[src/rtl/rotary_decoder_pkg.sv]
// Shared encodings for the rotary encoder front-end.
package rotary_decoder_pkg;

  // Controller states: PRIME masks events while the input pipeline settles.
  localparam logic [0:0] ST_PRIME = 1'b0;
  localparam logic [0:0] ST_RUN   = 1'b1;

  // rot_dir encoding.
  localparam logic DIR_CW  = 1'b1;
  localparam logic DIR_CCW = 1'b0;

endpackage

[src/rtl/rotary_decoder_contact_debounce.sv]
// One encoder contact: metastability synchroniser followed by a
// persistence filter. The filtered value only follows the synced value
// once they have disagreed for DEBOUNCE_CYCLES consecutive samples.
module contact_debounce #(
  parameter int SYNC_STAGES     = 2,
  parameter int DEBOUNCE_CYCLES = 16
) (
  input  logic clk,
  input  logic reset,
  input  logic raw_i,
  output logic filt_o
);

  localparam int CW = $clog2(DEBOUNCE_CYCLES + 1);

  logic [SYNC_STAGES-1:0] sync_q;
  logic                   sync_s;
  logic                   filt_q, filt_d;
  logic [CW-1:0]          cnt_q, cnt_d;

  assign sync_s = sync_q[SYNC_STAGES-1];
  assign filt_o = filt_q;

  // Plain shift chain; nothing may sit between these flops.
  always_ff @(posedge clk or posedge reset) begin
    if (reset) sync_q <= '0;
    else       sync_q <= {sync_q[SYNC_STAGES-2:0], raw_i};
  end

  // Mismatch counter: cleared by any agreement, commits on the last
  // required mismatching sample, never counts past that point.
  always_comb begin
    cnt_d  = cnt_q;
    filt_d = filt_q;
    if (sync_s == filt_q) begin
      cnt_d = '0;
    end else if (cnt_q >= CW'(DEBOUNCE_CYCLES - 1)) begin
      filt_d = sync_s;
      cnt_d  = '0;
    end else begin
      cnt_d = cnt_q + CW'(1);
    end
  end

  // Filter state registers.
  always_ff @(posedge clk or posedge reset) begin
    if (reset) begin
      filt_q <= 1'b0;
      cnt_q  <= '0;
    end else begin
      filt_q <= filt_d;
      cnt_q  <= cnt_d;
    end
  end

endmodule

[src/rtl/rotary_decoder.sv]
// Rotary shaft encoder front-end: debounced quadrature decode into a
// one-cycle rot_event strobe, a held rot_dir level and a wrapping counter.
//
// Output protocol: rot_event is a single-cycle strobe with no back-pressure.
// rot_dir and detent_count update on the same edge that raises rot_event,
// so rot_dir is valid whenever rot_event is high and holds until the next.
module rotary_decoder
  import rotary_decoder_pkg::*;
#(
  parameter int SYNC_STAGES     = 2,
  parameter int DEBOUNCE_CYCLES = 16,
  parameter int CNT_WIDTH       = 8
) (
  input  logic                 clk,
  input  logic                 reset,
  input  logic                 rot_a,
  input  logic                 rot_b,
  output logic                 rot_event,
  output logic                 rot_dir,
  output logic [CNT_WIDTH-1:0] detent_count,
  output logic                 primed
);

  // Long enough for a contact closed at reset to reach q1 and q1 delayed.
  localparam int PRIME_CYCLES = SYNC_STAGES + DEBOUNCE_CYCLES + 2;
  localparam int PW           = $clog2(PRIME_CYCLES + 1);

  logic                 fa, fb;
  logic                 q1_q, q1_d;
  logic                 q2_q, q2_d;
  logic                 q1_prev_q;     // q1 delayed one cycle, for rise detect
  logic [0:0]           state_q, state_d;
  logic [PW-1:0]        prime_cnt_q, prime_cnt_d;
  logic                 primed_q, primed_d;
  logic                 event_q, event_d;
  logic                 dir_q, dir_d;
  logic [CNT_WIDTH-1:0] count_q, count_d;
  logic                 q1_rise;

  contact_debounce #(
    .SYNC_STAGES    (SYNC_STAGES),
    .DEBOUNCE_CYCLES(DEBOUNCE_CYCLES)
  ) u_deb_a (
    .clk   (clk),
    .reset (reset),
    .raw_i (rot_a),
    .filt_o(fa)
  );

  contact_debounce #(
    .SYNC_STAGES    (SYNC_STAGES),
    .DEBOUNCE_CYCLES(DEBOUNCE_CYCLES)
  ) u_deb_b (
    .clk   (clk),
    .reset (reset),
    .raw_i (rot_b),
    .filt_o(fb)
  );

  // Quadrature flops: q1 marks the detent crossing, q2 remembers which
  // contact moved first and therefore the direction.
  always_comb begin
    q1_d = q1_q;
    q2_d = q2_q;
    case ({fb, fa})
      2'b00:   q1_d = 1'b0;
      2'b01:   q2_d = 1'b0;
      2'b10:   q2_d = 1'b1;
      default: q1_d = 1'b1;
    endcase
  end

  assign q1_rise = q1_q & ~q1_prev_q;

  // Controller: count out priming, then turn each q1 rise into one event.
  always_comb begin
    state_d     = state_q;
    prime_cnt_d = prime_cnt_q;
    primed_d    = primed_q;
    event_d     = 1'b0;
    dir_d       = dir_q;
    count_d     = count_q;
    case (state_q)
      ST_PRIME: begin
        if (prime_cnt_q == PW'(PRIME_CYCLES - 1)) begin
          state_d     = ST_RUN;
          primed_d    = 1'b1;
          prime_cnt_d = '0;
        end else begin
          prime_cnt_d = prime_cnt_q + PW'(1);
        end
      end
      default: begin
        if (q1_rise) begin
          event_d = 1'b1;
          dir_d   = q2_q ? DIR_CW : DIR_CCW;
          count_d = q2_q ? count_q + CNT_WIDTH'(1) : count_q - CNT_WIDTH'(1);
        end
      end
    endcase
  end

  // All decode and controller state.
  always_ff @(posedge clk or posedge reset) begin
    if (reset) begin
      q1_q        <= 1'b0;
      q2_q        <= 1'b0;
      q1_prev_q   <= 1'b0;
      state_q     <= ST_PRIME;
      prime_cnt_q <= '0;
      primed_q    <= 1'b0;
      event_q     <= 1'b0;
      dir_q       <= 1'b0;
      count_q     <= '0;
    end else begin
      q1_q        <= q1_d;
      q2_q        <= q2_d;
      q1_prev_q   <= q1_q;
      state_q     <= state_d;
      prime_cnt_q <= prime_cnt_d;
      primed_q    <= primed_d;
      event_q     <= event_d;
      dir_q       <= dir_d;
      count_q     <= count_d;
    end
  end

  assign rot_event    = event_q;
  assign rot_dir      = dir_q;
  assign detent_count = count_q;
  assign primed       = primed_q;

endmodule
[config.mk]
export PLATFORM = sky130hd
export DESIGN_NAME = rotary_decoder
export DESIGN_NICKNAME = d
export VERILOG_FILES = /design/src/rtl/rotary_decoder_pkg.sv /design/src/rtl/rotary_decoder_contact_debounce.sv /design/src/rtl/rotary_decoder.sv
export SDC_FILE = /design/constraint.sdc
export NUM_CORES = 1
export LEC_CHECK = 0
export CAP_MARGIN = 20
export CORE_ASPECT_RATIO = 1.25
export CORE_MARGIN = 8
export CORE_UTILIZATION = 51
export DETAILED_ROUTE_END_ITERATION = 6
export GPL_TIMING_DRIVEN = 0
export PLACE_DENSITY_LB_ADDON = 0.15
export SYNTH_ARGS = -nofsm -noshare
export SYNTH_HDL_FRONTEND = slang
export SYNTH_SLANG_ARGS = --single-unit
[constraint.sdc]
create_clock -name clk -period 2 [get_ports clk]
set_input_delay 0.5 -clock clk [delete_from_list [all_inputs] [get_ports clk]]
set_output_delay 0.5 -clock clk [all_outputs]
set_load 0.01 [all_outputs]
==> results.json, run 1 <==
{
  "synth-edff-count": 0,
  "yosysTopAreaCell": "dfrtp_1",
  "htreeDepth": 2,
  "syn_inst": 161,
  "port-buffer-count": 14,
  "p_comb_share_pct": 21.0,
  "clockRootBuffer": "clkbuf_8",
  "ys_async_sr_fraction_pct": 100.0,
  "io_pins": 15,
  "first_iter_violations": 73,
  "powerDensity_mw_per_mm2": 828.3,
  "synth_area_leaders": "dfrtp_1 (53%), ha_1 (9.5%), xnor2_1 (4.6%)",
  "multi_input_area_um2": 763.2,
  "fin_skew_ns": 0.007525,
  "drive_above_1_share_pct": 12.50,
  "syn-cell-area_mm2": 0.001710,
  "synth_mux_area_share_pct": 1.244,
  "cts_tree": "built",
  "gp_congestion": 0.7766,
  "ant_nets": 0,
  "syn_nets": 179,
  "grt_pass1_wl_um": 4857,
  "num_vias": 1191,
  "clkSlewWorstSetupHoldPaths_ns": 0.07,
  "fin_nets": 202,
  "grt_max_degree": 22,
  "switching_share_pct": 25.92,
  "synth_cell_types": 35,
  "synth_flop_cell": "dfrtp_1",
  "area.growth.synth_to_final_pct": 19.31,
  "seqPwrFrac_pct": 47.0,
  "vias_per_cell": 5.389,
  "outcome": "finished, final reports clean",
  "numCtsBuffers": 5,
  "rsz0062_at_grt": "false",
  "post-route-period-util_pct": 92.85,
  "tns_ns": 0,
  "cp-start-kind": "register",
  "slew_headroom_pct": 54.25,
  "firstDrtPassIters": 6,
  "start_util_pct": 53.54,
  "synth-compound-area-share_pct": 13.46,
  "p_int_w": 0.001252,
  "cpMaxStageDelayCell": "dfrtp_2",
  "die_area_mm2": 0.005474,
  "leakage_nw": 0.9720,
  "antenna_found_initial": 0,
  "final-max-slew-violation-count": 0,
  "routedWlPerCell_um": 13.00,
  "pre_cts_slack_ns": -0.1124,
  "path_cells": "inv_6, ha_2, a21oi_2, o21bai_1, or3_1, mux2i_1, o22ai_1",
  "track_usage_pct": 11.66,
  "synth_top_family_by_area": "compound AO/OA/AOI/OAI gates",
  "finalSetupViolations": 0,
  "worstMarginPinSlew_ns": 0.6854,
  "crit_path_max_incr_delay_ns": 0.45,
  "finalWirelength_um": 2873,
  "rows": 23,
  "hpwl_um": 2165,
  "ctsHoldBuffers": 0,
  "cp_top_family": "flip-flops",
  "clkPwrFrac_pct": 31.9,
  "synthXorXnorAreaFrac_pct": 5.633,
  "cts_sinks": 36,
  "clk_latency_ns": 0.29,
  "die_h_um": 80.75,
  "arrival_ns": 2.03,
  "critPathMaxFanout": 9,
  "max-cap-violations": 0,
  "synth_fa_ha_area_share_pct": 10.68,
  "yosys.area_share.simple_pct": 13.24,
  "regArea_um2": 902.1,
  "crit_required_ns": 2.17,
  "period_needed_ns": 1.857,
  "grt.overflow.total": 0,
  "synth.avg_cell_area_um2": 10.62,
  "fill_cells": 243,
  "num_antenna_cells": 0,
  "vdd_drop_max_uv": 616.4,
  "core_mm2": 0.003194,
  "setup_ws_ns": 0.1430,
  "hold_class": "reg -> reg",
  "synth_seq_area_share_pct": 52.67,
  "endpoint_kind": "register",
  "ys_ff_latch": 36,
  "path_class": "reg -> reg",
  "synth_top_area_share_pct": 52.67,
  "first_global_vias": 1132,
  "hold_viol_final": 0,
  "drc_errors": 0,
  "ys_warn_count": 0,
  "die_x_um": 67.80,
  "path_buf_inv": 1,
  "postLayoutCoreUtil_pct": 63.89,
  "p_sw_w": 0.0004381,
  "clock.fmax_mhz": 538.5,
  "clk_path_buf_depth": 2,
  "fin_total_pwr_w": 0.001690
}
[registers in the layout, summed over array words and instances, names as in the netlist, 2 cells and up]
name            flops
u_deb_a.cnt_q       5
detent_count        8
u_deb_a.sync_q      2
u_deb_b.sync_q      2
u_deb_b.cnt_q       5
prime_cnt_q         5
[final cells by class]
class	count	share of cell area [%]
Buffer	1	0.1839
Multi-Input combinational cell	111	37.40
Tap cell	37	2.269
Sequential cell	36	44.21
Inverter	13	2.636
Clock buffer	7	4.721
Timing Repair Buffer	16	8.584
[Yosys cell counts (2+ instances only)]
cell / number
nor4_1: 2
nand4_1: 3
or2_2: 3
o21ai_0: 14
xor2_1: 2
dfrtp_1: 36
a31oi_1: 3
and3_1: 2
ha_1: 13
nor2_1: 12
o21bai_1: 3
nor3_1: 2
a21oi_1: 6
nand2_1: 19
xnor2_1: 9
inv_1: 13
[cells in the final DEF, fill, tap and decap left out, drive strengths merged, types with 2 or more instances in the layout]
master         netlist  layout
and3                 3       3
nor4                 2       2
nor3                 2       2
o21bai               3       3
nand4                3       3
a21oi                6       6
a211oi               2       2
buf                  0       2
nand2               19      19
xnor2                9       9
xor2                 2       2
clkbuf               1       8
o21ai               15      15
ha                  13      13
or2                  3       3
clkdlybuf4s50        0      14
a21o                 2       2
inv                 13      13
nor2                12      12
dfrtp               36      36
a31oi                3       3
[worst reg2reg max path: cells and delay by family, from the launching register on]
family          cells  cell delay [ns]
simple gates        1             0.31
compound gates      3             0.39
buf+inv             1             0.11
fa+ha+maj           1             0.32
flops               1             0.45
mux                 1             0.17
[stage by stage]
step | instances | hold WS [ns] | cell area (um2)
finish | 221 | 0.3502 | 2041
global route | 221 | 0.3588 | 2041
CTS | 220 | 0.3554 | 2021
detailed placement | 213 | 0.3403 | 1924
global placement | 212 | 0.3330 | 1897
floorplan | 161 | 0.3312 | 1710
[power groups by stage]
stage          registers [W]  logic [W]  clock network (W)
6_report            0.000795   0.000355           0.000540
5_1_grt             0.000800   0.000399           0.000594
4_1_cts             0.000795   0.000353           0.000561
3_5_place_dp        0.000809   0.000351                  0
3_3_place_gp        0.000806   0.000340                  0
2_1_floorplan       0.000813   0.000246                  0
[kinds of logic (layout without fill, tap and decap cells)]
kind of cell | after synthesis | in the layout
AND/OR/NAND/NOR | 48 | 48
flip-flops | 36 | 36
buffers and inverters | 14 | 37
adder cells (fa/ha/maj) | 14 | 14
multiplexers | 2 | 2
XOR/XNOR | 11 | 11
AO/OA/AOI/OAI | 36 | 36
[worst paths after layout]
kind,from,endpoint,slack (ns),depth (start not counted)
min,u_deb_b.sync_q[0],u_deb_b.sync_q[1],0.35,0
min reg2reg,u_deb_b.sync_q[0],u_deb_b.sync_q[1],0.35,0
min in group asynchronous,reset,prime_cnt_q[0],0.62,2
max,q2_q,detent_count[7],0.14,7
max reg2reg,q2_q,detent_count[7],0.14,7
max in group asynchronous,reset,q2_q,0.84,3
[repair_timing]
item / CTS / global route
endpoints found under the hold margin: 0 / 0
pin swaps: 0 / 2
gates resized for setup: 1 / 5
endpoints found under the setup margin: 1 / 3
buffers inserted: 0 / 1
[metal layers]
layer / GRT usage [%] / wire length, um / part of all wire [%]
met1: 12.63 / 1246 / 43
met3: 4.814 / 162 / 5.6
met5: 0 / 0 / 0
met2: 18.99 / 1407 / 49
met4: 6.160 / 57 / 2.0
Note: power is estimated with default switching activity, not from simulation.
==> run 2: changes to the inputs <==
--- a/config.mk
+++ b/config.mk
@@ -9,6 +9,7 @@
 export CORE_ASPECT_RATIO = 1.25
 export CORE_MARGIN = 8
 export CORE_UTILIZATION = 51
+export CTS_CLUSTER_SIZE = 25
 export DETAILED_ROUTE_END_ITERATION = 6
 export GPL_TIMING_DRIVEN = 0
 export PLACE_DENSITY_LB_ADDON = 0.15
==> results of run 2 <==
No change in the layout: final DEF, timing and power equal those of run 1.
==> run 3: changes to the inputs <==
--- a/config.mk
+++ b/config.mk
@@ -5,7 +5,6 @@
 export SDC_FILE = /design/constraint.sdc
 export NUM_CORES = 1
 export LEC_CHECK = 0
-export CAP_MARGIN = 20
 export CORE_ASPECT_RATIO = 1.25
 export CORE_MARGIN = 8
 export CORE_UTILIZATION = 51
@@ -16,3 +15,4 @@
 export SYNTH_ARGS = -nofsm -noshare
 export SYNTH_HDL_FRONTEND = slang
 export SYNTH_SLANG_ARGS = --single-unit
+export TNS_END_PERCENT = 1
==> run 3 against run 2 <==
Against the previous run:
- critical endpoint unchanged
- utilization shrank 1.0 points
- critical path type unchanged
- hold slack hardly changed
- die area unchanged
- sequential share of layout area increased by 0.72 points
==> results.json, run 3 (same netlist as run 1, synthesis figures left out) <==
{
  "outcome": "finished, final reports clean",
  "clock.fmax_mhz": 542.3,
  "grt_pass1_wl_um": 4809,
  "start_util_pct": 53.54,
  "powerDensity_mw_per_mm2": 825.6,
  "num_vias": 1182,
  "worstRegToRegCells": 7,
  "path_class": "reg -> reg",
  "leakage_nw": 0.9531,
  "setup.worst_path.end": "detent_count[7]",
  "grt.overflow.total": 0,
  "routedWlPerCell_um": 12.68,
  "max-cap-violations": 0,
  "hold_viol_final": 0,
  "critPathMaxFanout": 9,
  "r2r-start": "q2_q",
  "ant_nets": 0,
  "clk_path_buf_depth": 2,
  "final-max-slew-violation-count": 0,
  "firstDrtPassIters": 4,
  "finalSetupViolations": 0,
  "clockRootBuffer": "clkbuf_8",
  "rsz0062_at_grt": "false",
  "first_iter_violations": 40,
  "vdd_drop_max_uv": 771.2,
  "cts_sinks": 36,
  "hold_class": "reg -> reg",
  "gp_congestion": 0.7766,
  "htreeDepth": 2,
  "crit_start": "q2_q",
  "fin_skew_ns": 0.007840,
  "area.growth.synth_to_final_pct": 17.41,
  "final_cell_mix": "dfrtp_1 (35), nand2_1 (19), o21ai_0 (14), clkdlybuf4s50_1 (14)",
  "arrival_ns": 2.01,
  "numCtsBuffers": 5,
  "track_usage_pct": 11.24,
  "first_global_vias": 1158,
  "die_area_mm2": 0.005474,
  "cts_tree": "built",
  "clkSlewWorstSetupHoldPaths_ns": 0.07,
  "multi_input_area_um2": 767.0,
  "grt_max_degree": 37,
  "largest_register_ffs": 8,
  "fin_total_pwr_w": 0.001658,
  "drive_above_1_share_pct": 12.50,
  "dp_cells": 212,
  "clk_latency_ns": 0.28,
  "wl_met2_um": 1406,
  "slew_headroom_pct": 51.39,
  "final_common_cell": "dfrtp_1",
  "period_needed_ns": 1.844,
  "core_mm2": 0.003194,
  "port-buffer-count": 14,
  "worstMarginPinSlew_ns": 0.7280,
  "rows": 23,
  "cp-start-kind": "register",
  "drc_errors": 0,
  "io_pins": 15,
  "hpwl_um": 2107,
  "die_h_um": 80.75,
  "antenna_found_initial": 0,
  "topRoutingLayerUsed": "met4",
  "num_antenna_cells": 0,
  "met3_length_um": 150,
  "vias_per_cell": 5.348,
  "finalWirelength_um": 2802,
  "stdcell_count": 221,
  "fin_nets": 201,
  "die_x_um": 67.80,
  "worstHoldPathCells": 0,
  "fill_cells": 249,
  "post-route-period-util_pct": 92.20,
  "regArea_um2": 902.1,
  "routedLengthMet1_um": 1205,
  "crit_required_ns": 2.16,
  "endpoint_kind": "register",
  "r2r_slack_ns": 0.16,
  "r2r-end": "detent_count[7]"
}
-- run 3: changes by cell type in the layout (fill, tap and decap cells not counted) --
cell,change
a21oi_2,+1
a21oi_1,-1
clkbuf_8,-1
buf_16,-1
inv_4,+1
inv_6,-1
clkbuf_1,+2
inv_1,-1
inv_2,+1
-- run 3: timing repair --
action,CTS,global route
pin swaps,0,2
hold endpoints to repair,0,0
buffers inserted,0,1
setup endpoints to repair,2,3
resized for setup,1,5
hold buffers,0,0
-- run 3: critical path, stage by stage (launching register included) --
cell	delay [ns]
dfrtp_2	0.44
inv_4	0.12
ha_2	0.32
a21oi_2	0.16
o21bai_1	0.11
or3_1	0.31
mux2i_1	0.15
o22ai_1	0.11
-- run 3: metrics by stage --
stage	worst slack (ns)	hold slack [ns]	setup TNS [ns]	utilization, %	area [um2]
floorplan	0.1564	0.3312	0	-	1710
global placement	-0.08460	0.3330	-3.096	59.38	1897
detailed placement	-0.1146	0.3403	-4.159	59.38	1897
CTS	0.02278	0.3556	0	62.20	1987
global route	0.01005	0.3596	0	62.87	2008
finish	0.1560	0.3502	0	62.87	2008
-- run 3: area by class of cell --
class / instances / area share [%]
sequential: 36 / 44.92
multi-input combinational: 111 / 38.19
timing repair buffer: 15 / 7.352
clock buffer: 8 / 4.486
inverter: 13 / 2.555
tap: 37 / 2.305
buffer: 1 / 0.1869
-- run 3: metal layers --
metal	vias up	GRT usage (%)
met2	16	19.18
li1	601	-
met3	5	3.714
met5	-	0
met1	560	12.38
met4	0	4.928
-- run 3: worst min path at each step --
stage	start	slack, ns	end
after CTS	u_deb_b.sync_q[0]	0.36	u_deb_b.sync_q[1]
after global routing	u_deb_b.sync_q[0]	0.36	u_deb_b.sync_q[1]
after global placement	u_deb_a.sync_q[0]	0.33	u_deb_a.sync_q[1]
final	u_deb_b.sync_q[0]	0.35	u_deb_b.sync_q[1]
after floorplan	u_deb_a.sync_q[0]	0.33	u_deb_a.sync_q[1]
after detailed placement	u_deb_b.sync_q[0]	0.34	u_deb_b.sync_q[1]
-- run 3: power by group --
part / internal, W / switching (W)
Clock: 0.000281 / 0.000231
Combinational: 0.000180 / 0.000171
Sequential: 0.000763 / 0.0000332
